File: src/rtl/rv_pkg.sv
// Shared definitions for the rv_ ready/valid bus: beat type and FIFO sizing helper.
package rv_pkg;

  localparam int RV_WIDTH = 32;

  typedef logic [RV_WIDTH-1:0] rv_beat_t;

  // Occupancy counter must represent 0..depth inclusive, hence depth+1 values.
  function automatic int rv_fifo_cnt_w(input int depth);
    return $clog2(depth + 1);
  endfunction

endpackage

File: src/rtl/rv_fifo_mem.sv
// DEPTH x WIDTH register array: one synchronous write port, one asynchronous read port.
module rv_fifo_mem #(
  parameter int WIDTH = 32,
  parameter int DEPTH = 4,
  localparam int AW = $clog2(DEPTH)
) (
  input  logic             clock,
  input  logic             we,
  input  logic [AW-1:0]    waddr,
  input  logic [WIDTH-1:0] wdata,
  input  logic [AW-1:0]    raddr,
  output logic [WIDTH-1:0] rdata
);

  logic [WIDTH-1:0] mem [DEPTH];

  always_ff @(posedge clock) begin
    if (we) begin
      mem[waddr] <= wdata;
    end
  end

  assign rdata = mem[raddr];

endmodule

File: src/rtl/rv_fifo.sv
// Ready/valid elastic buffer: first-word-fall-through FIFO with registered valid and
// a ready that depends only on registered occupancy.
module rv_fifo
  import rv_pkg::*;
#(
  parameter int WIDTH = 32,
  parameter int DEPTH = 4,
  localparam int CNT_W = rv_fifo_cnt_w(DEPTH),
  localparam int PTR_W = $clog2(DEPTH)
) (
  input  logic             clock,
  input  logic             reset,
  input  logic [WIDTH-1:0] t_dat,
  input  logic             t_valid,
  output logic             t_ready,
  output logic [WIDTH-1:0] i_dat,
  output logic             i_valid,
  input  logic             i_ready,
  output logic [CNT_W-1:0] count
);

  localparam logic [CNT_W-1:0] FULL = CNT_W'(DEPTH);

  logic [PTR_W-1:0] rd_ptr;
  logic [PTR_W-1:0] wr_ptr;
  logic [CNT_W-1:0] count_q;
  logic [CNT_W-1:0] count_next;
  logic             push;
  logic             pop;

  assign t_ready = !reset && (count_q != FULL);
  assign push    = t_valid && t_ready;
  assign pop     = i_valid && i_ready;
  assign count   = count_q;

  always_comb begin
    count_next = count_q;
    if (push && !pop) begin
      count_next = count_q + CNT_W'(1);
    end else if (pop && !push) begin
      count_next = count_q - CNT_W'(1);
    end
  end

  // Pointers wrap modulo DEPTH on their own since DEPTH is a power of two.
  always_ff @(posedge clock) begin
    if (reset) begin
      rd_ptr  <= '0;
      wr_ptr  <= '0;
      count_q <= '0;
      i_valid <= 1'b0;
    end else begin
      if (push) begin
        wr_ptr <= wr_ptr + PTR_W'(1);
      end
      if (pop) begin
        rd_ptr <= rd_ptr + PTR_W'(1);
      end
      count_q <= count_next;
      i_valid <= (count_next != '0);
    end
  end

  rv_fifo_mem #(
    .WIDTH (WIDTH),
    .DEPTH (DEPTH)
  ) u_mem (
    .clock (clock),
    .we    (push),
    .waddr (wr_ptr),
    .wdata (t_dat),
    .raddr (rd_ptr),
    .rdata (i_dat)
  );

`ifndef SYNTHESIS
  a_count_range: assert property (@(posedge clock) disable iff (reset)
    count_q <= FULL);
  a_no_pop_empty: assert property (@(posedge clock) disable iff (reset)
    (i_valid && i_ready) |-> (count_q != '0));
  a_no_push_full: assert property (@(posedge clock) disable iff (reset)
    (t_valid && t_ready) |-> (count_q != FULL));
`endif

endmodule

File: config.mk
export PLATFORM = sky130hd
export DESIGN_NAME = rv_fifo
export DESIGN_NICKNAME = d
export VERILOG_FILES = /design/src/rtl/rv_pkg.sv /design/src/rtl/rv_fifo_mem.sv /design/src/rtl/rv_fifo.sv
export SDC_FILE = /design/constraint.sdc
export NUM_CORES = 1
export LEC_CHECK = 0
export BUFFER_PORTS_ARGS = -buffer_cell sky130_fd_sc_hd__buf_2
export CORE_AREA = 2 2 144 146
export DETAILED_ROUTE_END_ITERATION = 10
export DIE_AREA = 0 0 146 148
export SETUP_SLACK_MARGIN = 0.1
export SYNTH_ARGS = -nofsm -noshare
export SYNTH_HDL_FRONTEND = slang
export SYNTH_SLANG_ARGS = --single-unit
File: constraint.sdc
create_clock -name clock -period 5 [get_ports clock]
set_input_delay 0.75 -clock clock [delete_from_list [all_inputs] [get_ports clock]]
set_output_delay 0.75 -clock clock [all_outputs]
set_load 0.01 [all_outputs]
Word level (Yosys, flattened, before mapping)
Memory sizes are Yosys's and may differ from the RTL's. A register that Yosys moved wholly into a read port is not among the register bits. Index checks and enable logic that the tools add are counted.

Flip-flop bits (word level): 8. Bits in writable memories: 128. Bits of input ports: 36. Output and inout bits: 37. Word-level logic and storage cells: 25. Memories: 1.

Memories: u_mem.mem (words 4, width 32, read ports 1, clocked after memory_dff 1, wr ports 1, line rv_fifo_mem.sv:15) `logic [WIDTH-1:0] mem [DEPTH];`.

Add/sub/neg operators: 4. Equality and inequality tests: 1. Muxes and demuxes: 6. Reductions and logical operators: 9.

Operators by type and width (count): 2-to-1 mux 3 bit (2); logical AND 1 bit (5); adder 2 x 1 -> 2 bit (second input constant) (2); 2-to-1 mux 2 bit (2); adder 3 x 1 -> 3 bit (second input constant) (1); zero test 1 bit (3); inequality test 3 bit (second input constant) (1); nonzero test 3 bit (1); subtractor 3 x 1 -> 3 bit (second input constant) (1); 2-to-1 mux 1 bit (2).

Longest topological paths before layout
Gate-level depths: netlist (run 1).

Depth after elaboration: 8. Mapped depth: 7. Gate-level depth less buffers: 7.

Cells and area by module
From an unflattened synthesis (run 1), not the netlist that was laid out.

Cell total of the unflattened synthesis: 220. Area total of the unflattened synthesis: 5131.2 sq um.

By module, submodules not included: rv_fifo_mem (instances 1, cells each 171, area an instance 4689.5 sq um, sequential area each 3843.7 sq um); rv_fifo (instances 1, cells each 49, area an instance 441.7 sq um, sequential area each 160.2 sq um).

Worst setup path after synthesis (run 1)
No wires, ideal clock.

Path type: register to output. Start point: register with a tool-made name. End point: output i_dat[0]. Data arrival time: 1.375 ns. Data required time: 4.250 ns. Setup slack: 2.875 ns. Stages on the path, launching flop included: 4. Path buffers: 2. Path through: dfxtp_1 -> clkbuf_1 -> buf_2 -> mux4_2.

RTL lines: end: declaration (line rv_fifo.sv:16) `output logic [WIDTH-1:0] i_dat,`.

==> run_results.csv, run 1 <==
group,metric,value,unit
outcome,result_of_the_run,"completed",
worst_setup_path,cp_num_buf_inv,2,
cts,worst_skew_pair_latency,0.41,ns
logic_synthesis,synth_area_leader_cell,"sky130_fd_sc_hd__edfxtp_1",
pwr,power_density,468,mW/mm^2
routing,detail_route.vias_per_cell,4.15,
timing,timing_hold_violations_final,0,
timing,rsz0062_at_grt,"false",
layout,post_route_cells_drive_above_1_share,46.2,%
timing,fin_worst_skew,0.0100,ns
pwr,switchingPower,0.000759,W
layout,syn2layout_area_growth,23.2,%
logic_synthesis,area_share_of_the_largest_cell_type_after_synthesis,74.7,%
pwr,ir_worst_vdd,174,uV
cts,post-cts-setup-buffers,0,
routing,met2RoutedLength,5.15,mm
timing,clock.fmax,321,MHz
cts,cts_num_sinks,138,
routing,detail-route-antenna-nets,0,
worst_setup_path,cp.required,4.25,ns
worst_setup_path,worst_path_max_delay_cell,"sky130_fd_sc_hd__dfxtp_2",
pwr,clock_power_share,37.1,%
placed_design,post-dp-hpwl,5.86,mm
min_path,hold_class,"flop to flop",
die,floorplan.core_area,0.0200,sq mm
routing,wl_per_cell,16.6,um
logic_synthesis,synth.yosys.warnings,0,
pwr,power.sequential.fraction,47.4,%
routing,drc_errors,0,
global_routing,grt.total_usage,9.54,%
global_routing,grt_pass1_wl,15.2,mm
logic_synthesis,main_combinational_cell_family_by_area_after_synthesis,"multiplexers",
placed_design,detailedPlace.worstSlack,2.18,ns
cts,clock_tree_from_tritoncts,"yes",
timing,max_slew.worst_pin.slew,0.941,ns
pwr,power_report.internal_total,0.00220,W
routing,route.vias.total,2443,
pwr,switching_share,25.6,%
logic_synthesis,postSynth.asyncResetShare,0,%
logic_synthesis,post_synth_num_cell_types,27,
layout,fin_nets,349,
cts,tritoncts.num_buffers,17,
worst_setup_path,startpoint_type,"flop",
worst_setup_path,timing.critical_path.depth,3,
pwr,pwr_total,0.00296,W
logic_synthesis,netlist_area,0.00514,sq mm
worst_setup_path,critPathTopFamily,"flip-flops",
routing,route.layer.met1.wl,3.97,mm
logic_synthesis,synthAdderAreaFrac,1.92,%
routing,firstDrtPassIters,4,
logic_synthesis,syn_nets,265,
placed_design,routabilityCongestion,0.659,
routing,postRouteWirelength,9.77,mm
pwr,cellLeakagePower,2.12,nW
timing,finalWorstSetupSlack,1.89,ns
logic_synthesis,synthMuxAreaShare,14.0,%
global_routing,initial_antenna_violation_count,1,
worst_setup_path,setup.worst_path.end_class,"output pin",
die,die-width,146,um
min_path,worst_hold_path.num_cells,2,
placed_design,port_buffers,72,
global_routing,grt_pass1_vias,2728,
die,start_util,25.7,%
layout,final_cell_count_no_fill,588,
cts,postCtsHoldBufs,0,
die,dieHeight,148,um
timing,finalSetupViolations,0,
logic_synthesis,postSynth.topFlopCell,"sky130_fd_sc_hd__edfxtp_1",
worst_setup_path,crit_fanout,21,
timing,timing.setup.tns,0,ns
logic_synthesis,synth-compound-area-share,1.12,%
run,cap_viol_max_count,0,
worst_setup_path,length_in_cells_of_the_worst_reg_to_reg_path,4,
timing,slew_violations,0,
worst_setup_path,worst-endpoint-arrival,2.36,ns
logic_synthesis,synth-edff-count,128,
logic_synthesis,post_synth_and_or_nand_nor_area_fraction,2.29,%
logic_synthesis,netlist_instances,222,
die,ios,73,
placed_design,place_inst,557,
cts,cts_max_path_buffers,2,
layout,finish.utilization,31.6,%
routing,top_layer_used,"met5",
global_routing,grt_start_max_net_pins,33,
logic_synthesis,sequential_element_share_of_the_synthesized_area,78.6,%
cts,ctsHtreeMaxLevel,4,
cts,post_cts.resized_instances,0,
logic_synthesis,post-synth-top-count-cell,"sky130_fd_sc_hd__edfxtp_1",
logic_synthesis,synth.ff_latch_count,138,
worst_setup_path,timing.critical_path.cells,"buf_4 > mux4_2 > buf_2",
logic_synthesis,synth_xor_area_share,0.852,%
worst_setup_path,critical_path.max_stage_delay,0.84,ns
cts,cts.reportedPaths.clkPinSlew,0.05,ns
routing,first_iter_violations,117,
logic_synthesis,synthesis.area_per_instance,23.2,sq um
cts,ctsRootBufferMaster,"sky130_fd_sc_hd__clkbuf_16",
worst_setup_path,critical_path_class,"flop to output pin",
die,die_area,0.0216,sq mm
timing,final.min_clock_period,3.11,ns
logic_synthesis,netlist_top_cells_count,"sky130_fd_sc_hd__edfxtp_1, sky130_fd_sc_hd__mux4_2, sky130_fd_sc_hd__dfxtp_1, sky130_fd_sc_hd__ha_1",
timing,fin_crit_sh,62.3,%
logic_synthesis,ys_top_cells_by_area,"sky130_fd_sc_hd__edfxtp_1, sky130_fd_sc_hd__mux4_2, sky130_fd_sc_hd__dfxtp_1, sky130_fd_sc_hd__ha_1, sky130_fd_sc_hd__and3_2",
die,fp-row-count,52,
pwr,combinationalPowerShare,15.5,%
routing,dr_wl_met3,453,um
timing,maxSlewHeadroom,37.3,%
global_routing,globalRouteOverflowTotal,0,
layout,antenna-diode-count,0,
registers in the layout, summed over array words and instances, names as in the netlist, named ones only:
name	count
i_valid	1
u_mem.mem	128
rd_ptr	2
wr_ptr	2
count	3
cells by family after synthesis:
logic type      after synthesis
fa+ha+maj                     8
xor+xnor                      5
flops                       138
buf+inv                      13
simple gates                 20
mux                          32
compound gates                6
layer usage:
layer  vias to the layer above  global-route usage [%]
met3                        20                    3.52
met1                      1277                    10.5
met5                         -                       0
met2                        53                    16.5
met4                         2                    4.37
li1                       1091                       -
through the flow:
step | instance area, sq um | hold slack [ns]
floorplan | 5140 | 0.482
global placement | 5810 | 0.501
detailed placement | 5810 | 0.513
CTS | 6340 | 0.525
global route | 6340 | 0.532
finish | 6340 | 0.518
power by group through the flow:
stage / clock network (W) / logic (W) / registers, W
3_5_place_dp: 0 / 0.000472 / 0.00144
6_report: 0.00110 / 0.000458 / 0.00140
3_3_place_gp: 0 / 0.000464 / 0.00143
4_1_cts: 0.00114 / 0.000473 / 0.00141
5_1_grt: 0.00118 / 0.000505 / 0.00142
2_1_floorplan: 0 / 0.000338 / 0.00139
layout make-up:
cell class / instances / area, sq um
Clock buffer: 17 / 425
Clock inverter: 14 / 101
Fill cell: 2001 / 13700
Inverter: 5 / 18.8
Multi-Input combinational cell: 71 / 1040
Sequential cell: 138 / 4050
Tap cell: 270 / 338
Timing Repair Buffer: 73 / 368
worst register-to-register path, cell delays in order (launching register included):
cell and delay [ns]:
sky130_fd_sc_hd__dfxtp_1 0.39, sky130_fd_sc_hd__inv_1 0.11, sky130_fd_sc_hd__ha_1 0.23, sky130_fd_sc_hd__a21oi_4 0.33, sky130_fd_sc_hd__and3_2 0.86
cell usage in the layout, fill, tap and decap left out, types with 4 or more instances in the layout:
cell type                      n
sky130_fd_sc_hd__edfxtp_1    128
sky130_fd_sc_hd__inv_1         5
sky130_fd_sc_hd__clkbuf_16    17
sky130_fd_sc_hd__dfxtp_1       8
sky130_fd_sc_hd__ha_1          7
sky130_fd_sc_hd__buf_2        72
sky130_fd_sc_hd__mux4_2       32
sky130_fd_sc_hd__nor2_1        5
sky130_fd_sc_hd__and3_2        4
sky130_fd_sc_hd__clkinvlp_4    4
path summary, 6_finish.rpt:
check                              start                         end  slack, ns
hold reg to reg   wr_ptr[1]$_SDFFE_PP0P_      wr_ptr[1]$_SDFFE_PP0P_       0.52
setup / recovery                    flop                   i_dat[25]       1.89
hold / removal    wr_ptr[1]$_SDFFE_PP0P_      wr_ptr[1]$_SDFFE_PP0P_       0.52
setup reg to reg     count[1]$_SDFF_PP0_  u_mem.mem[0][24]$_DFFE_PP_       2.65
No activity file was read; power rests on OpenSTA's default activity.
==> run 2: changes to the inputs <==
Clock period 5 ns to 2.6 ns, I/O delays scaled along.
==> run_results.csv, run 2 (synthesis gave the netlist of run 1 again) <==
group,metric,value,unit
layout,fin_nets,356,
timing,fin_worst_skew,0.00518,ns
worst_setup_path,cp.required,2.21,ns
global_routing,grt_pass1_vias,2737,
die,start_util,25.7,%
routing,wl_per_cell,17.0,um
worst_setup_path,regToRegStartpoint,"count[1]$_SDFF_PP0_",
placed_design,post-dp-hpwl,6.82,mm
die,die_area,0.0216,sq mm
pwr,power_density,944,mW/mm^2
timing,finalWorstSetupSlack,0.374,ns
pwr,cellLeakagePower,2.22,nW
worst_setup_path,startpoint_type,"flop",
pwr,switching_share,23.3,%
layout,nFillCells,1961,
placed_design,routabilityCongestion,0.694,
pwr,switchingPower,0.00144,W
cts,ctsRootBufferMaster,"sky130_fd_sc_hd__clkbuf_16",
layout,registers.top_by_ff_count,"u_mem.mem",
cts,worst_skew_pair_latency,0.41,ns
routing,route.vias.total,2456,
global_routing,globalRouteOverflowTotal,0,
die,die-width,146,um
layout,most_frequent_cells_in_the_layout,"sky130_fd_sc_hd__edfxtp_1, sky130_fd_sc_hd__buf_2, sky130_fd_sc_hd__mux4_2, sky130_fd_sc_hd__clkbuf_16, sky130_fd_sc_hd__dfxtp_1",
cts,cts_max_path_buffers,2,
min_path,hold_class,"primary input to flop",
cts,tritoncts.num_buffers,17,
worst_setup_path,worst-endpoint-arrival,1.84,ns
worst_setup_path,length_in_cells_of_the_worst_reg_to_reg_path,5,
timing,fin_crit_sh,85.6,%
layout,mostFrequentLayoutCell,"sky130_fd_sc_hd__edfxtp_1",
timing,final.min_clock_period,2.23,ns
worst_setup_path,setup.worst_path.end_class,"output pin",
cts,clock_tree_from_tritoncts,"yes",
global_routing,grt_start_max_net_pins,33,
worst_setup_path,crit_fanout,18,
worst_setup_path,rr_endpoint,"u_mem.mem[3][12]$_DFFE_PP_",
global_routing,grt.total_usage,9.99,%
layout,largest_register_ffs,128,
die,floorplan.core_area,0.0200,sq mm
layout,syn2layout_area_growth,27.3,%
timing,rsz0062_at_grt,"false",
routing,first_iter_violations,165,
min_path,holdCritStartpoint,"t_dat[19]",
cts,postCtsHoldBufs,0,
pwr,clock_power_share,41.0,%
cts,post-cts-setup-buffers,0,
timing,finalSetupViolations,0,
cts,cts.reportedPaths.clkPinSlew,0.05,ns
placed_design,port_buffers,72,
cts,cts_num_sinks,138,
run,cap_viol_max_count,0,
timing,max_slew.worst_pin.slew,0.534,ns
timing,timing.setup.tns,0,ns
cts,post_cts.resized_instances,0,
timing,maxSlewHeadroom,64.4,%
pwr,combinationalPowerShare,16.3,%
routing,detail_route.vias_per_cell,4.12,
routing,detail-route-antenna-nets,0,
worst_setup_path,setup.worst_path.end,"i_dat[4]",
routing,drc_errors,0,
cts,ctsHtreeMaxLevel,4,
placed_design,detailedPlace.worstSlack,0.537,ns
routing,postRouteWirelength,10.1,mm
die,dieHeight,148,um
die,fp-row-count,52,
routing,firstDrtPassIters,4,
pwr,ir_worst_vdd,512,uV
worst_setup_path,ff2ff_setup_slack,0.53,ns
layout,post_route_cells_drive_above_1_share,46.9,%
timing,clock.fmax,449,MHz
pwr,power.sequential.fraction,42.7,%
die,ios,73,
outcome,result_of_the_run,"completed",
global_routing,grt_pass1_wl,15.6,mm
timing,timing_hold_violations_final,0,
pwr,power_report.internal_total,0.00474,W
timing,slew_violations,0,
worst_setup_path,critical_path_class,"flop to output pin",
global_routing,initial_antenna_violation_count,3,
## run 2: worst min path at each step
stage                                  to  slack [ns]  cells past startpoint
2_1_floorplan      wr_ptr[1]$_SDFFE_PP0P_        0.48                      2
3_3_place_gp       wr_ptr[1]$_SDFFE_PP0P_        0.50                      2
3_5_place_dp       wr_ptr[1]$_SDFFE_PP0P_        0.51                      2
4_1_cts        u_mem.mem[0][21]$_DFFE_PP_        0.18                      1
5_1_grt        u_mem.mem[2][19]$_DFFE_PP_        0.18                      1
6_report       u_mem.mem[2][19]$_DFFE_PP_        0.20                      1
## run 2: through the flow
step	hold slack (ns)	power (W)	utilization, %	area [sq um]	instances
CTS	0.181	0.00627	32.6	6540	594
global placement	0.504	0.00370	29.5	5910	564
global route	0.178	0.00644	32.6	6540	594
detailed placement	0.510	0.00372	29.5	5910	564
finish	0.197	0.00618	32.7	6550	596
floorplan	0.482	0.00332	-	5140	222
## run 2: worst max-delay path, stage by stage, from the launching register on
cell and delay (ns):
sky130_fd_sc_hd__dfxtp_2 0.66, sky130_fd_sc_hd__buf_12 0.23, sky130_fd_sc_hd__mux4_2 0.35, sky130_fd_sc_hd__buf_2 0.17
## run 2: routing by layer
layer,vias up,routed length [um],global-route usage [%]
li1,1109,-,-
met1,1272,4090,11.1
met2,61,5260,16.8
met3,12,618,4.60
met4,2,133,3.79
met5,-,7,0
## run 2: cell type report
cell class                      instances  area, sq um  area share, %
Antenna cell                            2         5.00         0.0765
Sequential cell                       138         4050           61.8
Inverter                                5         18.8          0.287
Clock buffer                           18          429           6.56
Tap cell                              270          338           5.16
Multi-Input combinational cell         71         1040           15.9
Timing Repair Buffer                   80          470           7.19
Clock inverter                         12          200           3.06
## run 2: power by group through the flow
stage	clock network, W	logic, W	registers (W)
global route	0.00269	0.00110	0.00265
CTS	0.00259	0.00104	0.00264
detailed placement	0	0.00104	0.00268
finish	0.00253	0.00101	0.00264
global placement	0	0.00102	0.00268
floorplan	0	0.000650	0.00267
